<file path="src/rtl/stream_demux.sv">
// stream_demux: steers valid/ready packets from one input to one of two registered outputs, route locked for the packet.
// Optional macro STREAM_DEMUX_COUNT_EN adds per-output packet counters pkt_cnt0/pkt_cnt1.
module stream_demux #(
  parameter int WIDTH = 8
) (
  input  logic             clk,
  input  logic             rst_n,
  input  logic [WIDTH-1:0] X,
  input  logic             x_valid,
  input  logic             x_last,
  output logic             x_ready,
  input  logic             sel,
  output logic [WIDTH-1:0] OUT0,
  output logic [WIDTH-1:0] OUT1,
  output logic             out0_valid,
  output logic             out1_valid,
  output logic             out0_last,
  output logic             out1_last,
  input  logic             out0_ready,
  input  logic             out1_ready,
  output logic             busy
`ifdef STREAM_DEMUX_COUNT_EN
  ,
  output logic [15:0]      pkt_cnt0,
  output logic [15:0]      pkt_cnt1
`endif
);

  typedef enum logic {IDLE = 1'b0, PKT = 1'b1} state_t;

  state_t           state_q, state_d;
  logic             route_q, route_d;
  logic [WIDTH-1:0] out0_dat_q, out0_dat_d, out1_dat_q, out1_dat_d;
  logic             out0_vld_q, out0_vld_d, out1_vld_q, out1_vld_d;
  logic             out0_last_q, out0_last_d, out1_last_q, out1_last_d;

  logic route;
  logic drain0, drain1;
  logic accept;

  always_ff @(posedge clk or negedge rst_n) begin
    if (!rst_n) begin
      state_q     <= IDLE;
      route_q     <= 1'b0;
      out0_dat_q  <= '0;
      out1_dat_q  <= '0;
      out0_vld_q  <= 1'b0;
      out1_vld_q  <= 1'b0;
      out0_last_q <= 1'b0;
      out1_last_q <= 1'b0;
    end else begin
      state_q     <= state_d;
      route_q     <= route_d;
      out0_dat_q  <= out0_dat_d;
      out1_dat_q  <= out1_dat_d;
      out0_vld_q  <= out0_vld_d;
      out1_vld_q  <= out1_vld_d;
      out0_last_q <= out0_last_d;
      out1_last_q <= out1_last_d;
    end
  end

  always_comb begin
    state_d     = state_q;
    route_d     = route_q;
    out0_dat_d  = out0_dat_q;
    out1_dat_d  = out1_dat_q;
    out0_last_d = out0_last_q;
    out1_last_d = out1_last_q;

    drain0 = out0_vld_q & out0_ready;
    drain1 = out1_vld_q & out1_ready;
    // sel only matters on a packet's first beat; afterwards the latched route wins
    route   = (state_q == PKT) ? route_q : sel;
    x_ready = route ? (!out1_vld_q | drain1) : (!out0_vld_q | drain0);
    accept  = x_valid & x_ready;

    out0_vld_d = out0_vld_q & ~out0_ready;
    out1_vld_d = out1_vld_q & ~out1_ready;

    if (accept && !route) begin
      out0_vld_d  = 1'b1;
      out0_dat_d  = X;
      out0_last_d = x_last;
    end
    if (accept && route) begin
      out1_vld_d  = 1'b1;
      out1_dat_d  = X;
      out1_last_d = x_last;
    end

    case (state_q)
      IDLE: begin
        if (accept && !x_last) begin
          state_d = PKT;
          route_d = sel;
        end
      end
      PKT: begin
        if (accept && x_last) state_d = IDLE;
      end
      default: state_d = IDLE;
    endcase
  end

  assign OUT0       = out0_dat_q;
  assign OUT1       = out1_dat_q;
  assign out0_valid = out0_vld_q;
  assign out1_valid = out1_vld_q;
  assign out0_last  = out0_last_q;
  assign out1_last  = out1_last_q;
  assign busy       = (state_q == PKT);

`ifdef STREAM_DEMUX_COUNT_EN
  logic [15:0] cnt0_q, cnt0_d, cnt1_q, cnt1_d;

  // a packet counts once its last beat leaves the output register; wraps naturally
  always_comb begin
    cnt0_d = cnt0_q;
    cnt1_d = cnt1_q;
    if (drain0 && out0_last_q) cnt0_d = cnt0_q + 16'd1;
    if (drain1 && out1_last_q) cnt1_d = cnt1_q + 16'd1;
  end

  always_ff @(posedge clk or negedge rst_n) begin
    if (!rst_n) begin
      cnt0_q <= 16'd0;
      cnt1_q <= 16'd0;
    end else begin
      cnt0_q <= cnt0_d;
      cnt1_q <= cnt1_d;
    end
  end

  assign pkt_cnt0 = cnt0_q;
  assign pkt_cnt1 = cnt1_q;
`endif

endmodule
</file>
<file path="config.mk">
export PLATFORM = sky130hd
export DESIGN_NAME = stream_demux
export DESIGN_NICKNAME = d
export VERILOG_FILES = /design/src/rtl/stream_demux.sv
export SDC_FILE = /design/constraint.sdc
export NUM_CORES = 1
export LEC_CHECK = 0
export BUFFER_PORTS_ARGS = -buffer_cell sky130_fd_sc_hd__buf_2
export CAP_MARGIN = 25
export CORE_MARGIN = 8
export CORE_UTILIZATION = 32
export CTS_CLUSTER_DIAMETER = 60
export DETAILED_ROUTE_END_ITERATION = 16
export PLACE_DENSITY = 0.7
export SLEW_MARGIN = 10
export SYNTH_ARGS = -nofsm -noshare
export SYNTH_HDL_FRONTEND = slang
export SYNTH_SLANG_ARGS = --single-unit
</file>
<file path="constraint.sdc">
create_clock -name clk -period 1.6 [get_ports clk]
set_input_delay 0.08 -clock clk [delete_from_list [all_inputs] [get_ports clk]]
set_output_delay 0.08 -clock clk [all_outputs]
set_load 0.01 [all_outputs]
</file>
Yosys cells after proc, flatten, opt, wreduce, memory -nomap -nowiden:

Cells that the tools add are included.

* output and inout bits: 22
* register bits after elaboration: 22
* logic and storage cells: 34
* input port bits: 15

* bitwise gates (word level): 10
* muxes and demuxes: 7
* reductions and logical operators: 9

Operators with widths (count)
* 2-to-1 mux 1 bit: 6
* bitwise AND 1 bit: 5
* logical AND 1 bit: 4
* logical NOT 1 bit: 4
* inverter 1 bit: 3
* OR 1 bit: 2
* case mux 1 bit (2 select lines): 1
* AND reduction 2 bit: 1

Longest topological paths before layout:

Gate-level depths: netlist of the first run.

* depth after elaboration: 7
* mapped depth: 5
* mapped depth without buffers: 4

Least setup slack after synthesis of the first run:

No wires, ideal clock.

* path type: flip-flop to flip-flop
* start point: register (tool-made name)
* end point: register route_q
* buffers on the path: 0
* slack: 0.015 ns
* setup time: 0.128 ns
* clock period less this slack: 1.585 ns
* data arrival time: 1.458 ns
* cell stages (with the launch flop): 5
* required time: 1.472 ns
* cells stage by stage: dfrtp_1 mux2i_1 nand3_2 a211oi_2 mux2_1

RTL lines
* end signal: assignment: RTL line 53 `route_q <= route_d;`
* end: declaration: RTL line 32 `logic route_q, route_d;`

==> run summary, run 1 <==
Synth Warn #: 0
cell taking the most area after synthesis: dfrtp_1
CP Capture Type: register
most frequent cells in the layout: buf_2 (35), dfrtp_1 (22), mux2_4 (16), buf_4 (6), mux2_2 (4)
DRT Wirelength: 2090 um
Area Growth Syn to Fin: 33.5%
syn nets: 69
max-slew violation count: 0
die height: 70.1 um
Nets: 115
worst skew pair latency: 290 ps
TritonCTS buffer count: 3
Synth Register Bits: 22
Netlist cell types: 13
share of cells above drive strength 1: 0.707
mux share of post-synthesis cell area: 0.307
IO Port Bufs: 36
DPL Wire Length: 1600 um
first-pass iteration count of the detailed router: 3
Wirelength per Cell: 16.0 um
worst slew pin tran: 487 ps
number of max-cap violations: 0
Yosys top cell area share: 0.587
required time of the worst setup path: 1790 ps
largest net degree at the start of global routing: 23
Critical Path Fanout Max: 7
Clock Path Buffers: 2
Period minus WS final: 1580 ps
Startpoint Class: register
Vias/cell: 4.77
DRT iter0 DRCs: 6
CTS sink cnt: 22
chip width: 70.1 um
register area share after synthesis: 0.587
WP data arrival: 1770 ps
setup violation total in the final timing report: 0
power per cell area: 1960 nW/um^2
GRT Total Usage: 0.0815
Die Area: 4920 sq um
Max Clk Rate: 635 MHz
cell row count: 19
initial antenna violation count: 0
Synth Area per Inst: 17.4 sq um
Lkg Pwr: 0.658 nW
setup TNS: 0 ps
Synth Area in Compound Gates: 0.0280
number of global-route vias before repair: 732
I/O pin count: 37
Power Total: 0.00245 W
Synth Area in XOR/XNOR: 0
Peak VDD IR: 0.00105 V
Synth Area in Simple Gates: 0.0534
final hold violation count: 0
CTS H-tree depth: 1
ANT cells: 0
outcome: finished clean
CTS Root Cell: clkbuf_4
TritonCTS clock tree: built
total grt overflow: 0
clock slew at reported path FFs: 120 ps
Syn Inst Count: 54
Rel. slew slack: 0.675
Crit Path Class: register to register
drc violations: 0
clock skew: 1.95 ps
Synth Area in Adders: 0
Placer Congestion: 0.611
synthesized area: 937 sq um
total number of vias: 620
Synth area leaders: dfrtp_1 (59%), mux2_4 (22%), mux2_2 (6.0%)
largest family of logic cells by synthesized area: multiplexers
RSZ-0062 raised after global routing: yes
commonest non-fill, non-tap cell in the layout: buf_2
fin util: 0.450
post-route ant nets: 0
period utilization: 0.985
Core ar.: 2780 sq um
initial core utilization: 0.337
first-pass GRT wire length: 3400 um
min-delay worst type: input port to register
==> repair_timing <==
| action | 4_1_cts | 5_1_grt |
|---|---|---|
| pin swaps | 0 | 1 |
| setup buffers | 0 | 2 |
| hold buffers | 1 | 0 |
| resized for setup | 1 | 4 |
| hold endpoints to repair | 22 | 0 |
| setup endpoints to repair | 1 | 6 |
| cloned | 0 | 0 |
==> final timing paths <==
check / slack (ps) / start / to / depth (start not counted)
hold reg to reg: 510 / OUT0[1] / OUT0[1] / 1
max in group asynchronous: 1010 / rst_n / OUT1[1] / 2
setup / recovery: 20 / register / route_q / 4
min in group asynchronous: 260 / rst_n / route_q / 2
setup reg to reg: 20 / register / route_q / 4
hold / removal: 20 / X[2] / OUT0[2] / 2
==> flip-flops by register name, summed over array words and instances (netlist names), named ones only <==
signal      cells
OUT0            8
OUT1            8
out0_last       1
out0_valid      1
out1_last       1
out1_valid      1
route_q         1
==> layer usage <==
metal | global-route usage | wire length (um) | up-vias
met1 | 0.101 | 944 | 314
li1 | - | - | 281
met4 | 0.0134 | 0 | 0
met5 | 0 | 0 | -
met3 | 0.0353 | 174 | 0
met2 | 0.130 | 967 | 25
==> final cells by class <==
| cell class | count | area, sq um |
|---|---|---|
| timing repair buffer | 43 | 241 |
| multi-input combinational | 30 | 384 |
| clock buffer | 4 | 36.3 |
| sequential | 22 | 551 |
| tap | 31 | 38.8 |
| fill | 255 | 1530 |
==> cells in the mapped netlist <==
cell / instances
a21oi_1: 1
nand2b_1: 2
a211oi_2: 1
mux2_1: 1
nand3_2: 1
dfrtp_1: 22
mux2_2: 5
buf_6: 2
mux2_4: 14
a31o_1: 1
mux2i_1: 1
nand2_1: 2
nand3b_4: 1
==> kinds of logic (layout without fill, tap and decap cells) <==
logic type / after synthesis / count (layout)
DFF: 22 / 22
muxes: 21 / 21
and+or+nand+nor: 6 / 6
AOI/OAI and AO/OA: 3 / 3
buffers and inverters: 2 / 47
==> critical path, stage by stage, from the launching register on <==
cell and delay, ps:
dfrtp_1 450, mux2i_4 220, nand3b_4 200, a211oi_2 280, mux2_4 320
==> stage by stage <==
stage | area, sq um | worst slack [ps] | cells | hold slack, ps
2_1_floorplan | 937 | 14.8 | 54 | -216
3_3_place_gp | 1160 | 130 | 123 | 60.8
3_5_place_dp | 1160 | 66.5 | 123 | 67.6
4_1_cts | 1210 | 20.4 | 128 | 13.6
5_1_grt | 1250 | -37.1 | 130 | 2.25
6_report | 1250 | 24.0 | 130 | 22.1
==> report_power, final <==
group / switching (W) / total, W / internal (W)
logic: 0.000482 / 0.00116 / 0.000681
registers: 0.000159 / 0.000990 / 0.000831
clock network: 0.000159 / 0.000297 / 0.000138
total: 0.000800 / 0.00245 / 0.00165
Power figures use the tool's default switching activity.
==> run 2, diff against run 1 <==
--- a/config.mk
+++ b/config.mk
@@ -12,5 +12,5 @@
 export CTS_CLUSTER_DIAMETER = 60
 export DETAILED_ROUTE_END_ITERATION = 16
-export PLACE_DENSITY = 0.7
+export PLACE_DENSITY = 0.68
 export SLEW_MARGIN = 10
 export SYNTH_ARGS = -nofsm -noshare
==> constraint.sdc (replaced) <==
create_clock -name clk -period 2 [get_ports clk]
set_input_delay 0.5 -clock clk [delete_from_list [all_inputs] [get_ports clk]]
set_output_delay 0.5 -clock clk [all_outputs]
set_load 0.01 [all_outputs]
==> run 2 against run 1 <==
  * Largest cell class unchanged
  * Setup slack better by 35 ps
  * Non-clock buffer count down 4
  * Power down 22%
  * Register-to-register slack better by 260 ps
  * Via count down 5.0%
  * Clock skew up 5.5 ps
  * Wire length down 8.9%
  * First-iteration DRC count up 33%
  * Cell area down 3.6%
  * Die area unchanged
  * Worst hold slack better by 110 ps
  * Largest power group unchanged
==> run summary, run 2 (synthesis results as in run 1) <==
outcome: finished clean
worst slew pin tran: 482 ps
number of max-cap violations: 0
Wirelength per Cell: 15.1 um
number of global-route vias before repair: 715
post-route ant nets: 0
power per cell area: 1580 nW/um^2
Critical Path Fanout Max: 2
final hold violation count: 0
Cells after DPL: 121
Crit path max-delay family: multiplexers
commonest non-fill, non-tap cell in the layout: buf_2
Buf+Inv Stages, Crit Path: 1
worst hold slack: 130 ps
I/O pin count: 37
GRT Total Usage: 0.0806
fin util: 0.434
Max Clk Rate: 515 MHz
WP data arrival: 1440 ps
first-pass GRT wire length: 3290 um
DRT Wirelength: 1900 um
CP max-delay cell: dfrtp_1
max incr delay on CP: 420 ps
Filler cells: 266
placed cell areas: 1150 sq um
total number of vias: 589
max-slew violation count: 0
most frequent cells in the layout: buf_2 (35), dfrtp_1 (22), mux2_4 (15), mux2_2 (4)
Rel. slew slack: 0.679
CTS Root Cell: clkbuf_4
CP Capture Type: primary output
met3 wire length: 152 um
period utilization: 0.971
Nets: 111
top layer in use: met3
Clock Path Buffers: 2
total grt overflow: 0
first-pass iteration count of the detailed router: 4
CTS H-tree depth: 1
Final Non-Filler Cells: 126
die height: 70.1 um
ANT cells: 0
DPL Wire Length: 1430 um
share of cells above drive strength 1: 0.695
CP cell instances: mux2i_2 > mux2_4 > buf_6
drc violations: 0
Lkg Pwr: 0.637 nW
Period minus WS final: 1940 ps
Crit Path Class: register to primary output
TritonCTS clock tree: built
Core ar.: 2780 sq um
Area Growth Syn to Fin: 28.7%
Vias/cell: 4.67
worst skew pair latency: 300 ps
DRT iter0 DRCs: 8
min-delay worst type: input port to async pin
Peak VDD IR: 0.000868 V
Placer Congestion: 0.601
cell row count: 19
initial antenna violation count: 0
IO Port Bufs: 36
met2 WL: 911 um
final non-filler cell area: 1210 sq um
largest net degree at the start of global routing: 23
initial core utilization: 0.337
Die Area: 4920 sq um
Hold Buf Count CTS: 0
clock slew at reported path FFs: 120 ps
Startpoint Class: register
Power Total: 0.00190 W
chip width: 70.1 um
setup violation total in the final timing report: 0
clock skew: 7.40 ps
required time of the worst setup path: 1500 ps
TritonCTS buffer count: 3
WL met1: 837 um
CTS sink cnt: 22
[run 2: changes by cell type in the layout (fill, tap and decap cells not counted), sizes merged]
| cell | change |
|---|---|
| dlygate4sd3 | -1 |
| buf | -3 |
[run 2: routing by layer]
layer | vias up | GRT usage
met4 | 0 | 0.0335
met2 | 20 | 0.130
met1 | 293 | 0.0929
met5 | - | 0
li1 | 276 | -
met3 | 0 | 0.0311
[run 2: per-stage QoR]
step | worst slack (ps) | TNS [ps]
after floorplan | 361 | 0
after global placement | 218 | 0
after detailed placement | 187 | 0
after CTS | 41.9 | 0
after global routing | -9.08 | -9.08
final | 58.9 | 0
[run 2: repair_timing]
| action | CTS | global route |
|---|---|---|
| gates cloned | 0 | 0 |
| endpoints found under the setup margin | 1 | 1 |
| hold endpoints to repair | 0 | 0 |
| buffers inserted | 1 | 0 |
| resized for setup | 0 | 3 |
[run 2: worst paths after layout]
kind | to | slack (ps) | cells past startpoint
max | x_ready | 60 | 3
min | out0_valid | 130 | 1
max reg2reg | route_q | 280 | 5
min reg2reg | OUT0[0] | 510 | 1
max in group asynchronous | OUT0[7] | 1530 | 1
min in group clk | OUT1[1] | 430 | 2
[run 2: final cells by class]
type                            count  area [sq um]  share of cell area
Clock buffer                        4          36.3              0.0301
Sequential cell                    22           551               0.456
Tap cell                           31          38.8              0.0322
Timing Repair Buffer               39           209               0.173
Multi-Input combinational cell     30           372               0.308
[run 2: worst reg2reg max path: stages (launching register included)]
cell,delay [ps]
dfrtp_1,430
mux2i_2,180
buf_4,140
nand3b_4,280
a211oi_2,240
mux2_1,330
[run 2: power by group]
group	switching (W)	total [W]	leakage [nW]	internal [W]
Combinational	0.000368	0.000879	0.356	0.000511
Sequential	0.000116	0.000781	0.260	0.000665
Clock	0.000131	0.000242	0.0210	0.000111
Total	0.000616	0.00190	0.637	0.00129
